<file path="src/rtl/speech_phoneme_sequencer.sv">
// speech_phoneme_sequencer
// Buffers phoneme pairs written by the 68k bus in a circular FIFO and plays
// them back-to-back through the phoneme speech engine. The bus is held off
// with DTACK only while the FIFO lacks room for the nonzero halves of a word.
// Optional feature macro: SPEECH_BUSY_TIMEOUT_EN adds a start-to-busy watchdog
// that drops a phoneme the engine never accepts and sets sticky speech_error.
module speech_phoneme_sequencer #(
   parameter int unsigned PH_WIDTH       = 8,
   parameter int unsigned FIFO_DEPTH     = 16,
   parameter int unsigned TIMEOUT_CYCLES = 1024
) (
   input  logic                        clk,
   input  logic                        rst,
   input  logic                        VoiceControl_H,
   input  logic [2*PH_WIDTH-1:0]       data,
   output logic                        VoiceDtack_L,
   input  logic                        voice_flush,
   input  logic                        phoneme_speech_busy,
   output logic [PH_WIDTH-1:0]         phoneme_sel,
   output logic                        start_phoneme_output,
   output logic                        phoneme_speech_finish,
   output logic [$clog2(FIFO_DEPTH):0] fifo_count,
   output logic                        fifo_full,
   output logic                        speech_error
);

   localparam int unsigned PW = $clog2(FIFO_DEPTH);
   localparam int unsigned CW = PW + 1;

   // Elaboration-time sanity check of the configuration
   if (FIFO_DEPTH < 2 || (FIFO_DEPTH & (FIFO_DEPTH - 1)) != 0 || TIMEOUT_CYCLES == 0)
   begin : g_bad_config
      $error("speech_phoneme_sequencer: FIFO_DEPTH must be a power of two >= 2");
   end

   typedef enum logic [1:0] {B_IDLE, B_WAIT, B_ACK} bus_state_e;
   typedef enum logic [1:0] {S_IDLE, S_START, S_WORK, S_DONE} sp_state_e;

   bus_state_e bus_state_q, bus_state_d;
   sp_state_e  sp_state_q, sp_state_d;

   logic [PH_WIDTH-1:0] lo_q, hi_q;
   logic                latch;
   logic                lo_nz, hi_nz;
   logic [1:0]          need;
   logic [CW-1:0]       free;
   logic                push_ok, push_lo, push_hi;
   logic [1:0]          push_n;

   logic [PH_WIDTH-1:0] mem_q [FIFO_DEPTH];
   logic [PW-1:0]       wr_ptr_q, wr_ptr_d, rd_ptr_q, rd_ptr_d, rd_next, hi_ptr;
   logic [CW-1:0]       count_q, count_d;
   logic                pop;

   logic [PH_WIDTH-1:0] sel_q, sel_d;
   logic                sel_load;
   logic [PH_WIDTH-1:0] head_now, head_after_pop, first_push;

   // ---------------------------------------------------------------------------
   // Bus side: word decode and FIFO push
   // ---------------------------------------------------------------------------
   assign lo_nz  = |lo_q;
   assign hi_nz  = |hi_q;
   assign need   = {1'b0, lo_nz} + {1'b0, hi_nz};
   // Free space ignores a same-cycle pop on purpose
   assign free   = CW'(FIFO_DEPTH) - count_q;
   assign push_ok = (bus_state_q == B_WAIT) && (need != 2'd0) && (free >= CW'(need)) &&
                    !voice_flush;
   assign push_lo = push_ok && lo_nz;
   assign push_hi = push_ok && hi_nz;
   assign push_n  = push_ok ? need : 2'd0;

   // Bus FSM next state and DTACK decode
   always_comb begin
      bus_state_d  = bus_state_q;
      latch        = 1'b0;
      VoiceDtack_L = 1'b1;
      unique case (bus_state_q)
         B_IDLE: begin
            if (VoiceControl_H) begin
               latch       = 1'b1;
               bus_state_d = B_WAIT;
            end
         end
         B_WAIT: begin
            // An all-zero word carries nothing to queue and is simply acknowledged
            if (need == 2'd0 || push_ok) bus_state_d = B_ACK;
         end
         B_ACK: begin
            if (VoiceControl_H) VoiceDtack_L = 1'b0;
            else                bus_state_d  = B_IDLE;
         end
         default: bus_state_d = B_IDLE;
      endcase
   end

   // Bus FSM state and latched write data
   always_ff @(posedge clk or negedge rst) begin
      if (!rst) begin
         bus_state_q <= B_IDLE;
         lo_q        <= '0;
         hi_q        <= '0;
      end else begin
         bus_state_q <= bus_state_d;
         if (latch) begin
            lo_q <= data[PH_WIDTH-1:0];
            hi_q <= data[2*PH_WIDTH-1:PH_WIDTH];
         end
      end
   end

   // ---------------------------------------------------------------------------
   // FIFO storage and pointers
   // ---------------------------------------------------------------------------
   assign pop     = (sp_state_q == S_DONE);
   assign rd_next = rd_ptr_q + PW'(1);
   assign hi_ptr  = push_lo ? wr_ptr_q + PW'(1) : wr_ptr_q;

   // Storage writes: low half first, high half right behind it
   always_ff @(posedge clk) begin
      if (push_lo) mem_q[wr_ptr_q] <= lo_q;
      if (push_hi) mem_q[hi_ptr]   <= hi_q;
   end

   // Pointer and occupancy update, flush overriding normal push/pop
   always_comb begin
      count_d  = count_q + CW'(push_n) - CW'(pop);
      wr_ptr_d = wr_ptr_q + PW'(push_n);
      rd_ptr_d = rd_ptr_q + PW'(pop);
      if (voice_flush) begin
         unique case (sp_state_q)
            // The engine owns the head phoneme; keep it and drop the rest
            S_START, S_WORK: begin
               count_d  = CW'(1);
               wr_ptr_d = rd_next;
            end
            S_DONE: begin
               count_d  = '0;
               rd_ptr_d = rd_next;
               wr_ptr_d = rd_next;
            end
            default: begin
               count_d  = '0;
               wr_ptr_d = rd_ptr_q;
            end
         endcase
      end
   end

   // FIFO pointer and count registers
   always_ff @(posedge clk or negedge rst) begin
      if (!rst) begin
         wr_ptr_q <= '0;
         rd_ptr_q <= '0;
         count_q  <= '0;
      end else begin
         wr_ptr_q <= wr_ptr_d;
         rd_ptr_q <= rd_ptr_d;
         count_q  <= count_d;
      end
   end

   assign fifo_count = count_q;
   assign fifo_full  = (count_q == CW'(FIFO_DEPTH));

   // ---------------------------------------------------------------------------
   // Speech side
   // ---------------------------------------------------------------------------
   assign head_now   = mem_q[rd_ptr_q];
   assign first_push = lo_nz ? lo_q : hi_q;
   // With one entry left the next head is being written this very cycle
   assign head_after_pop = (count_q == CW'(1)) ? first_push : mem_q[rd_next];

`ifdef SPEECH_BUSY_TIMEOUT_EN
   localparam int unsigned TW = (TIMEOUT_CYCLES > 1) ? $clog2(TIMEOUT_CYCLES) : 1;

   logic [TW-1:0] tmo_cnt_q;
   logic          tmo_hit;
   logic          err_set;
   logic          err_q;

   assign tmo_hit = (tmo_cnt_q == TW'(TIMEOUT_CYCLES - 1));

   // Watchdog counter runs only while waiting for the engine to go busy
   always_ff @(posedge clk or negedge rst) begin
      if (!rst)                        tmo_cnt_q <= '0;
      else if (sp_state_q != S_START) tmo_cnt_q <= '0;
      else                            tmo_cnt_q <= tmo_cnt_q + TW'(1);
   end

   // Sticky error flag
   always_ff @(posedge clk or negedge rst) begin
      if (!rst)         err_q <= 1'b0;
      else if (err_set) err_q <= 1'b1;
   end

   assign speech_error = err_q;
`else
   assign speech_error = 1'b0;
`endif

   // Speech FSM next state and engine handshake outputs
   always_comb begin
      sp_state_d            = sp_state_q;
      sel_load              = 1'b0;
      sel_d                 = head_now;
      start_phoneme_output  = 1'b0;
      phoneme_speech_finish = 1'b0;
`ifdef SPEECH_BUSY_TIMEOUT_EN
      err_set               = 1'b0;
`endif
      unique case (sp_state_q)
         S_IDLE: begin
            if (count_q != '0 && !voice_flush) begin
               sp_state_d = S_START;
               sel_load   = 1'b1;
               sel_d      = head_now;
            end
         end
         S_START: begin
            start_phoneme_output = 1'b1;
            if (phoneme_speech_busy) begin
               sp_state_d = S_WORK;
            end
`ifdef SPEECH_BUSY_TIMEOUT_EN
            else if (tmo_hit) begin
               err_set    = 1'b1;
               sp_state_d = S_DONE;
            end
`endif
         end
         S_WORK: begin
            if (!phoneme_speech_busy) sp_state_d = S_DONE;
         end
         S_DONE: begin
            if (count_d == '0) begin
               phoneme_speech_finish = 1'b1;
               sp_state_d            = S_IDLE;
            end else begin
               sp_state_d = S_START;
               sel_load   = 1'b1;
               sel_d      = head_after_pop;
            end
         end
         default: sp_state_d = S_IDLE;
      endcase
   end

   // Speech FSM state and registered phoneme code
   always_ff @(posedge clk or negedge rst) begin
      if (!rst) begin
         sp_state_q <= S_IDLE;
         sel_q      <= '0;
      end else begin
         sp_state_q <= sp_state_d;
         if (sel_load) sel_q <= sel_d;
      end
   end

   assign phoneme_sel = sel_q;

endmodule

</file>
<file path="config.mk">
export PLATFORM = sky130hd
export DESIGN_NAME = speech_phoneme_sequencer
export DESIGN_NICKNAME = d
export VERILOG_FILES = /design/src/rtl/speech_phoneme_sequencer.sv
export SDC_FILE = /design/constraint.sdc
export NUM_CORES = 1
export LEC_CHECK = 0
export CAP_MARGIN = 20
export CORE_ASPECT_RATIO = 0.5
export CORE_MARGIN = 2
export CORE_UTILIZATION = 55
export DETAILED_ROUTE_END_ITERATION = 6
export GPL_ROUTABILITY_DRIVEN = 0
export PLACE_DENSITY = 0.83
export REMOVE_ABC_BUFFERS = 1
export SLEW_MARGIN = 10
export SYNTH_ARGS = -nofsm -noshare
export SYNTH_HDL_FRONTEND = slang
export SYNTH_SLANG_ARGS = --single-unit
export TNS_END_PERCENT = 10
</file>
<file path="constraint.sdc">
create_clock -name clk -period 5.8 [get_ports clk]
set_input_delay 1.16 -clock clk [delete_from_list [all_inputs] [get_ports clk]]
set_output_delay 1.16 -clock clk [all_outputs]
set_load 0.005 [all_outputs]
</file>
==> impl_metrics.ini, run 1 <==
[global_routing]
grt_pass1_wl_mm = 43.8
grt_max_degree = 71
grt_pass1_vias = 7343
grt_overflow = 0
antenna_found_initial = 0
grt_usage_pct = 29.0

[drt]
via_count = 7278
wirelength_mm = 29.0
ant_nets = 0
wl_per_cell_um = 27.5
drc = 0
first_pass_iters = 5
drtIter0Drc = 853
routed_via_density = 6.91

[timing]
setup_viol = 0
max_slew.worst_pin.slew_ns = 1.16
max_clock_freq_ghz = 0.178
finalCritPeriodShare_pct = 96.8
hold_viol = 0
relSlewSlack_pct = 22.5
fin_skew_ns = 0.0195
drv_slew = 0
fin_crit_ns = 5.62

[cts]
cts_sinks = 169
clk_latency_ns = 0.45
clock-root-buffer = clkbuf_16
clock_path_buffers = 2
tritoncts = yes
clkTransAtPathRegs_ns = 0.08
cts-buffers-inserted = 17
htreeDepth = 4
ctsHoldBuffers = 0

[layout]
final_cell_mix = mux2_2 (135), edfxtp_1 (128), mux4_2 (72)
postLayoutCellArea_sq_um = 12200
layout_commonest_cell = mux2_2
fin_nets = 834
instances_no_fill = 1054
areaGrowthSynthToFinish_pct = 14.8
layout-drive-gt1-share_pct = 45.5
antenna_cells = 0
n_fill_cell = 1244

[die]
die_w_um = 200
ios = 39
num_rows = 35
initial_core_util_pct = 56.9
core_area_sq_um = 18700
die_h_um = 102
dieArea_sq_um = 20500

[yosys]
syn_inst = 742
ys_warn_count = 0
netlist_area_sq_um = 10600
synth.distinct_cells = 68
syn_avg_cell_area_sq_um = 14.3
ys_ff_latch = 169
ys.flop_type = edfxtp_1
yosysSeqAreaShare_pct = 45.9
synth-async-reset-ratio_pct = 24.3
synth_edf_count = 128

[worst_setup_path]
reg2reg_setup_slack_ns = 0.39
setup.worst_path.class = reg -> out
start_kind = flop
path_max_fanout = 2
reg2regPathDepth = 24
cp.required_ns = 4.64
crit_arrival_ns = 4.46
r2r-start = lo_q[4]$_DFFE_PN0P_
rr_endpoint = phoneme_sel[1]$_DFFE_PN0P_
crit_path_end_kind = primary output

[power]
power_leakage_nw = 4.39
p_per_area_nw_per_um2 = 603
power_w = 0.00735
ir_drop_mv = 0.318

[run]
maxCapViolCount = 0

[min_path]
min_path_type = reg -> reg
hold_path_depth = 1
hp-start = phoneme_sel[7]$_DFFE_PN0P_
worstHoldEndpoint = phoneme_sel[7]$_DFFE_PN0P_

[placed_design]
place_area_sq_um = 11300
port_buffers = 37
dp_cells = 1008
hpwlAfterDp_mm = 18.6

[run_status]
status = complete, no violations
==> cells in the mapped netlist, types with 7 or more instances <==
library cell	count	area share [%]
a211o_1	8	0.66
a211oi_1	16	1.1
a21oi_1	8	0.38
a221oi_1	9	0.74
buf_1	10	0.35
buf_2	19	0.90
clkbuf_1	34	1.2
dfrtp_1	41	9.7
edfxtp_1	128	36
ha_1	29	3.4
inv_1	40	1.4
mux2_2	135	14
mux2_4	14	2.0
mux4_2	72	15
nand2_1	16	0.57
nand2b_1	7	0.41
nor2_1	11	0.39
nor2b_1	7	0.41
nor3_1	8	0.38
nor3b_1	11	0.78
o21ai_0	8	0.38
o22ai_1	13	0.77
xnor2_1	8	0.66
==> worst max-delay path: stages (launching register included) <==
cell      delay, ns
dfrtp_1        0.42
nor4_4         0.32
and2_4         0.25
inv_4          0.05
ha_4           0.27
ha_4           0.19
nand2b_4       0.14
a221oi_4       0.25
a21oi_2        0.10
and2_4         0.17
inv_2          0.06
ha_4           0.19
inv_1          0.05
ha_2           0.18
inv_2          0.05
fa_2           0.41
xor2_2         0.17
nor4bb_4       0.32
a21oi_2        0.07
nor4b_2        0.20
buf_2          0.15
==> cell families after synthesis <==
family | synth area share [%]
adder cells (fa/ha/maj) | 3.80
AO/OA/AOI/OAI | 7.16
flip-flops | 45.9
multiplexers | 32.0
buffers and inverters | 4.21
XOR/XNOR | 0.826
AND/OR/NAND/NOR | 6.09
other | 0.0354
==> layout make-up <==
class / instances / area (sq um) / area share (%)
clock buffer: 18 / 430 / 3.53
clock inverter: 14 / 170 / 1.40
sequential: 169 / 4870 / 40.0
inverter: 40 / 153 / 1.25
tap: 259 / 324 / 2.66
timing repair buffer: 89 / 763 / 6.27
multi-input combinational: 465 / 5470 / 44.9
==> registers in the layout (all words and copies together) (netlist names), 4 cells and up <==
name / count
phoneme_sel: 8
lo_q: 8
hi_q: 8
rd_ptr_q: 4
fifo_count: 5
mem_q: 128
wr_ptr_q: 4
==> power by group <==
| part | switching [W] | internal, W |
|---|---|---|
| sequential | 0.000286 | 0.00174 |
| clock | 0.000581 | 0.000588 |
| combinational | 0.00214 | 0.00202 |
| total | 0.00300 | 0.00435 |
==> timing repair <==
| item | in CTS | in global routing |
|---|---|---|
| pin swaps | 7 | 10 |
| cloned | 0 | 0 |
| setup endpoints to repair | 1 | 1 |
| resized for setup | 13 | 20 |
| setup buffers | 3 | 6 |
==> layer usage <==
layer	vias up	routed length [um]	track usage, %
met5	-	0	0
met4	0	1330	14.0
met3	108	3510	8.35
met2	512	13300	46.4
met1	3657	10900	37.4
li1	3001	-	-
==> how the worst max path moves through the flow <==
stage | end | startpoint | slack [ns]
2_1_floorplan | phoneme_speech_finish | lo_q[3]$_DFFE_PN0P_ | 0.19
3_3_place_gp | phoneme_speech_finish | voice_flush | -0.002
3_5_place_dp | phoneme_speech_finish | lo_q[4]$_DFFE_PN0P_ | -0.13
4_1_cts | phoneme_speech_finish | lo_q[6]$_DFFE_PN0P_ | 0.002
5_1_grt | phoneme_speech_finish | lo_q[4]$_DFFE_PN0P_ | -0.04
6_report | phoneme_speech_finish | lo_q[4]$_DFFE_PN0P_ | 0.18
==> through the flow <==
stage / setup slack, ns / hold slack [ns] / setup TNS (ns) / util, %
4_1_cts: 0.00194 / 0.505 / 0 / 64.1
5_1_grt: -0.0401 / 0.528 / -0.0401 / 65.3
3_5_place_dp: -0.126 / 0.488 / -0.126 / 60.6
3_3_place_gp: -0.00249 / 0.481 / -0.00249 / 60.6
2_1_floorplan: 0.186 / 0.484 / 0 / -
6_report: 0.185 / 0.503 / 0 / 65.3
No activity file was read; power rests on OpenSTA's default activity.
==> run 2: changes to the inputs <==
==> constraint.sdc (replaced) <==
create_clock -name clk -period 5.8 [get_ports clk]
set_input_delay 1.45 -clock clk [delete_from_list [all_inputs] [get_ports clk]]
set_output_delay 1.45 -clock clk [all_outputs]
set_load 0.005 [all_outputs]
==> run 2 against run 1 <==
Effect of this change:
- the run now ends with setup timing left
- via count is 0.69% lower
- combinational power is 1% higher
- routed wire length is 0.61% lower
- non-clock buffer count is 2 lower
- clock skew is 0.0078 ns lower
- hold slack better by 0.00097 ns
- sequential power hardly changed
- setup slack worse by 0.24 ns
- design area hardly changed
- core utilization hardly changed
- die area stayed put
==> impl_metrics.ini, run 2 (synthesis gave the netlist of run 1 again) <==
[cts]
tritoncts = yes
cts-buffers-inserted = 17
ctsHoldBuffers = 0
htreeDepth = 4
clock_path_buffers = 2
cts_sinks = 169
clock-root-buffer = clkbuf_16
clkTransAtPathRegs_ns = 0.07
clk_latency_ns = 0.44

[run_status]
status = finished, violations left
violations = setup timing

[layout]
fin_nets = 832
areaGrowthSynthToFinish_pct = 14.9
largest_reg_flops = 128
layout_commonest_cell = mux2_2
instances_no_fill = 1053
layout-drive-gt1-share_pct = 45.4
n_fill_cell = 1288
final_cell_mix = mux2_2 (135), edfxtp_1 (128), mux4_2 (72)
regMostFlops = mem_q

[drt]
wl_per_cell_um = 27.4
drc = 0
ant_nets = 0
routed_via_density = 6.86
via_count = 7228
drtIter0Drc = 894
first_pass_iters = 5
wirelength_mm = 28.9

[placed_design]
dp_cells = 1013
port_buffers = 37
hpwlAfterDp_mm = 19.0

[die]
die_h_um = 102
num_rows = 35
dieArea_sq_um = 20500
ios = 39
die_w_um = 200
initial_core_util_pct = 56.9
core_area_sq_um = 18700

[timing]
max_clock_freq_ghz = 0.171
max_slew.worst_pin.slew_ns = 1.13
setup_viol = 1
finalCritPeriodShare_pct = 101
fin_skew_ns = 0.0117
hold_viol = 0
rsz0062_at_grt = true
relSlewSlack_pct = 24.1
finalSetupTns_ns = -0.0514
fin_crit_ns = 5.85
drv_slew = 0
fin_ws_ns = -0.0514

[global_routing]
grt_pass1_wl_mm = 44.0
grt_pass1_vias = 7220
antenna_found_initial = 2
grt_overflow = 0
grt_usage_pct = 29.6
grt_max_degree = 69

[worst_setup_path]
reg2regPathDepth = 23
reg2reg_setup_slack_ns = 0.77
cp.required_ns = 4.35
rr_endpoint = phoneme_sel[3]$_DFFE_PN0P_
r2r-start = lo_q[0]$_DFFE_PN0P_
cp-startpoint = lo_q[0]$_DFFE_PN0P_
setup.worst_path.class = reg -> out
critPathCapture = phoneme_speech_finish
path_max_fanout = 2
crit_path_end_kind = primary output
start_kind = flop
crit_arrival_ns = 4.40

[min_path]
min_path_type = reg -> reg

[power]
power_leakage_nw = 4.37
p_per_area_nw_per_um2 = 611
ir_drop_mv = 0.352

[run]
maxCapViolCount = 0
run 2: cell types whose count changed in the layout (fill, tap and decap cells not counted), moves of 2 or more:
cell        previous run  this run
clkinvlp_4             0         2
inv_4                  1         3
o21ai_1                5         3
buf_4                 51        48
inv_6                  4         2
clkinv_8               4         2
bufinv_16              0         3
nor4_4                 4         1
nor4_2                 0         2
run 2: layer usage:
layer	share of wire (%)	wire (um)	GRT usage, %
met5	0.031	9	0
met4	3.5	1020	10.7
met3	14	4030	10.6
met2	45	13100	46.6
met1	37	10700	38.5
run 2: layout make-up:
class                   count  area [sq um]  share of cell area (%)
clock inverters            15           210                    1.72
inverters                  40           158                    1.29
diodes                      1          2.50                  0.0205
flip-flops and latches    169          4870                    40.0
repair buffers             87           751                    6.16
clock buffers              17           425                    3.49
well taps                 259           324                    2.66
multi-input cells         465          5440                    44.7
run 2: critical path, stage by stage, from the launching register on:
cell and delay [ns]:
dfrtp_1 0.39, nor4_2 0.27, and2_1 0.20, buf_6 0.14, inv_4 0.04, ha_4 0.28, ha_4 0.19, nand2b_4 0.14
a221oi_4 0.28, a21oi_2 0.10, and2_4 0.17, inv_4 0.05, ha_4 0.19, inv_4 0.05, ha_4 0.13, inv_2 0.04
fa_2 0.40, nand2b_1 0.19, a21oi_1 0.19, o21ai_2 0.12, nor4b_2 0.26, buf_2 0.15
run 2: how the worst min path moves through the flow:
stage                            endpoint                  startpoint  slack (ns)  cells past startpoint
2_1_floorplan  phoneme_sel[6]$_DFFE_PN0P_  phoneme_sel[6]$_DFFE_PN0P_        0.48                      1
3_3_place_gp   phoneme_sel[1]$_DFFE_PN0P_  phoneme_sel[1]$_DFFE_PN0P_        0.49                      1
3_5_place_dp   phoneme_sel[1]$_DFFE_PN0P_  phoneme_sel[1]$_DFFE_PN0P_        0.49                      1
4_1_cts        phoneme_sel[1]$_DFFE_PN0P_  phoneme_sel[1]$_DFFE_PN0P_        0.51                      1
5_1_grt        phoneme_sel[5]$_DFFE_PN0P_  phoneme_sel[5]$_DFFE_PN0P_        0.52                      1
6_report       phoneme_sel[1]$_DFFE_PN0P_  phoneme_sel[1]$_DFFE_PN0P_        0.50                      1
run 2: timing repair:
action                                  4_1_cts  5_1_grt
pin swaps                                    12        1
gates resized for setup                      31        4
buffers inserted                              6        0
endpoints found under the setup margin        1        1
cloned                                        0        0
run 2: power breakdown:
| group | total (W) | internal, W | switching [W] |
|---|---|---|---|
| clock network | 0.00123 | 0.000696 | 0.000538 |
| registers | 0.00199 | 0.00174 | 0.000251 |
| logic | 0.00422 | 0.00203 | 0.00220 |
| total | 0.00745 | 0.00446 | 0.00299 |
run 2: per-stage QoR:
stage	power [W]	setup slack [ns]	cell area, sq um	hold slack (ns)	utilization, %
floorplan	0.00468	-0.104	10300	0.484	-
global placement	0.00581	-0.585	11300	0.492	60.8
detailed placement	0.00594	-0.698	11300	0.493	60.8
CTS	0.00731	-0.0891	12100	0.509	65.1
global route	0.00778	-0.262	12200	0.523	65.3
finish	0.00745	-0.0514	12200	0.504	65.3
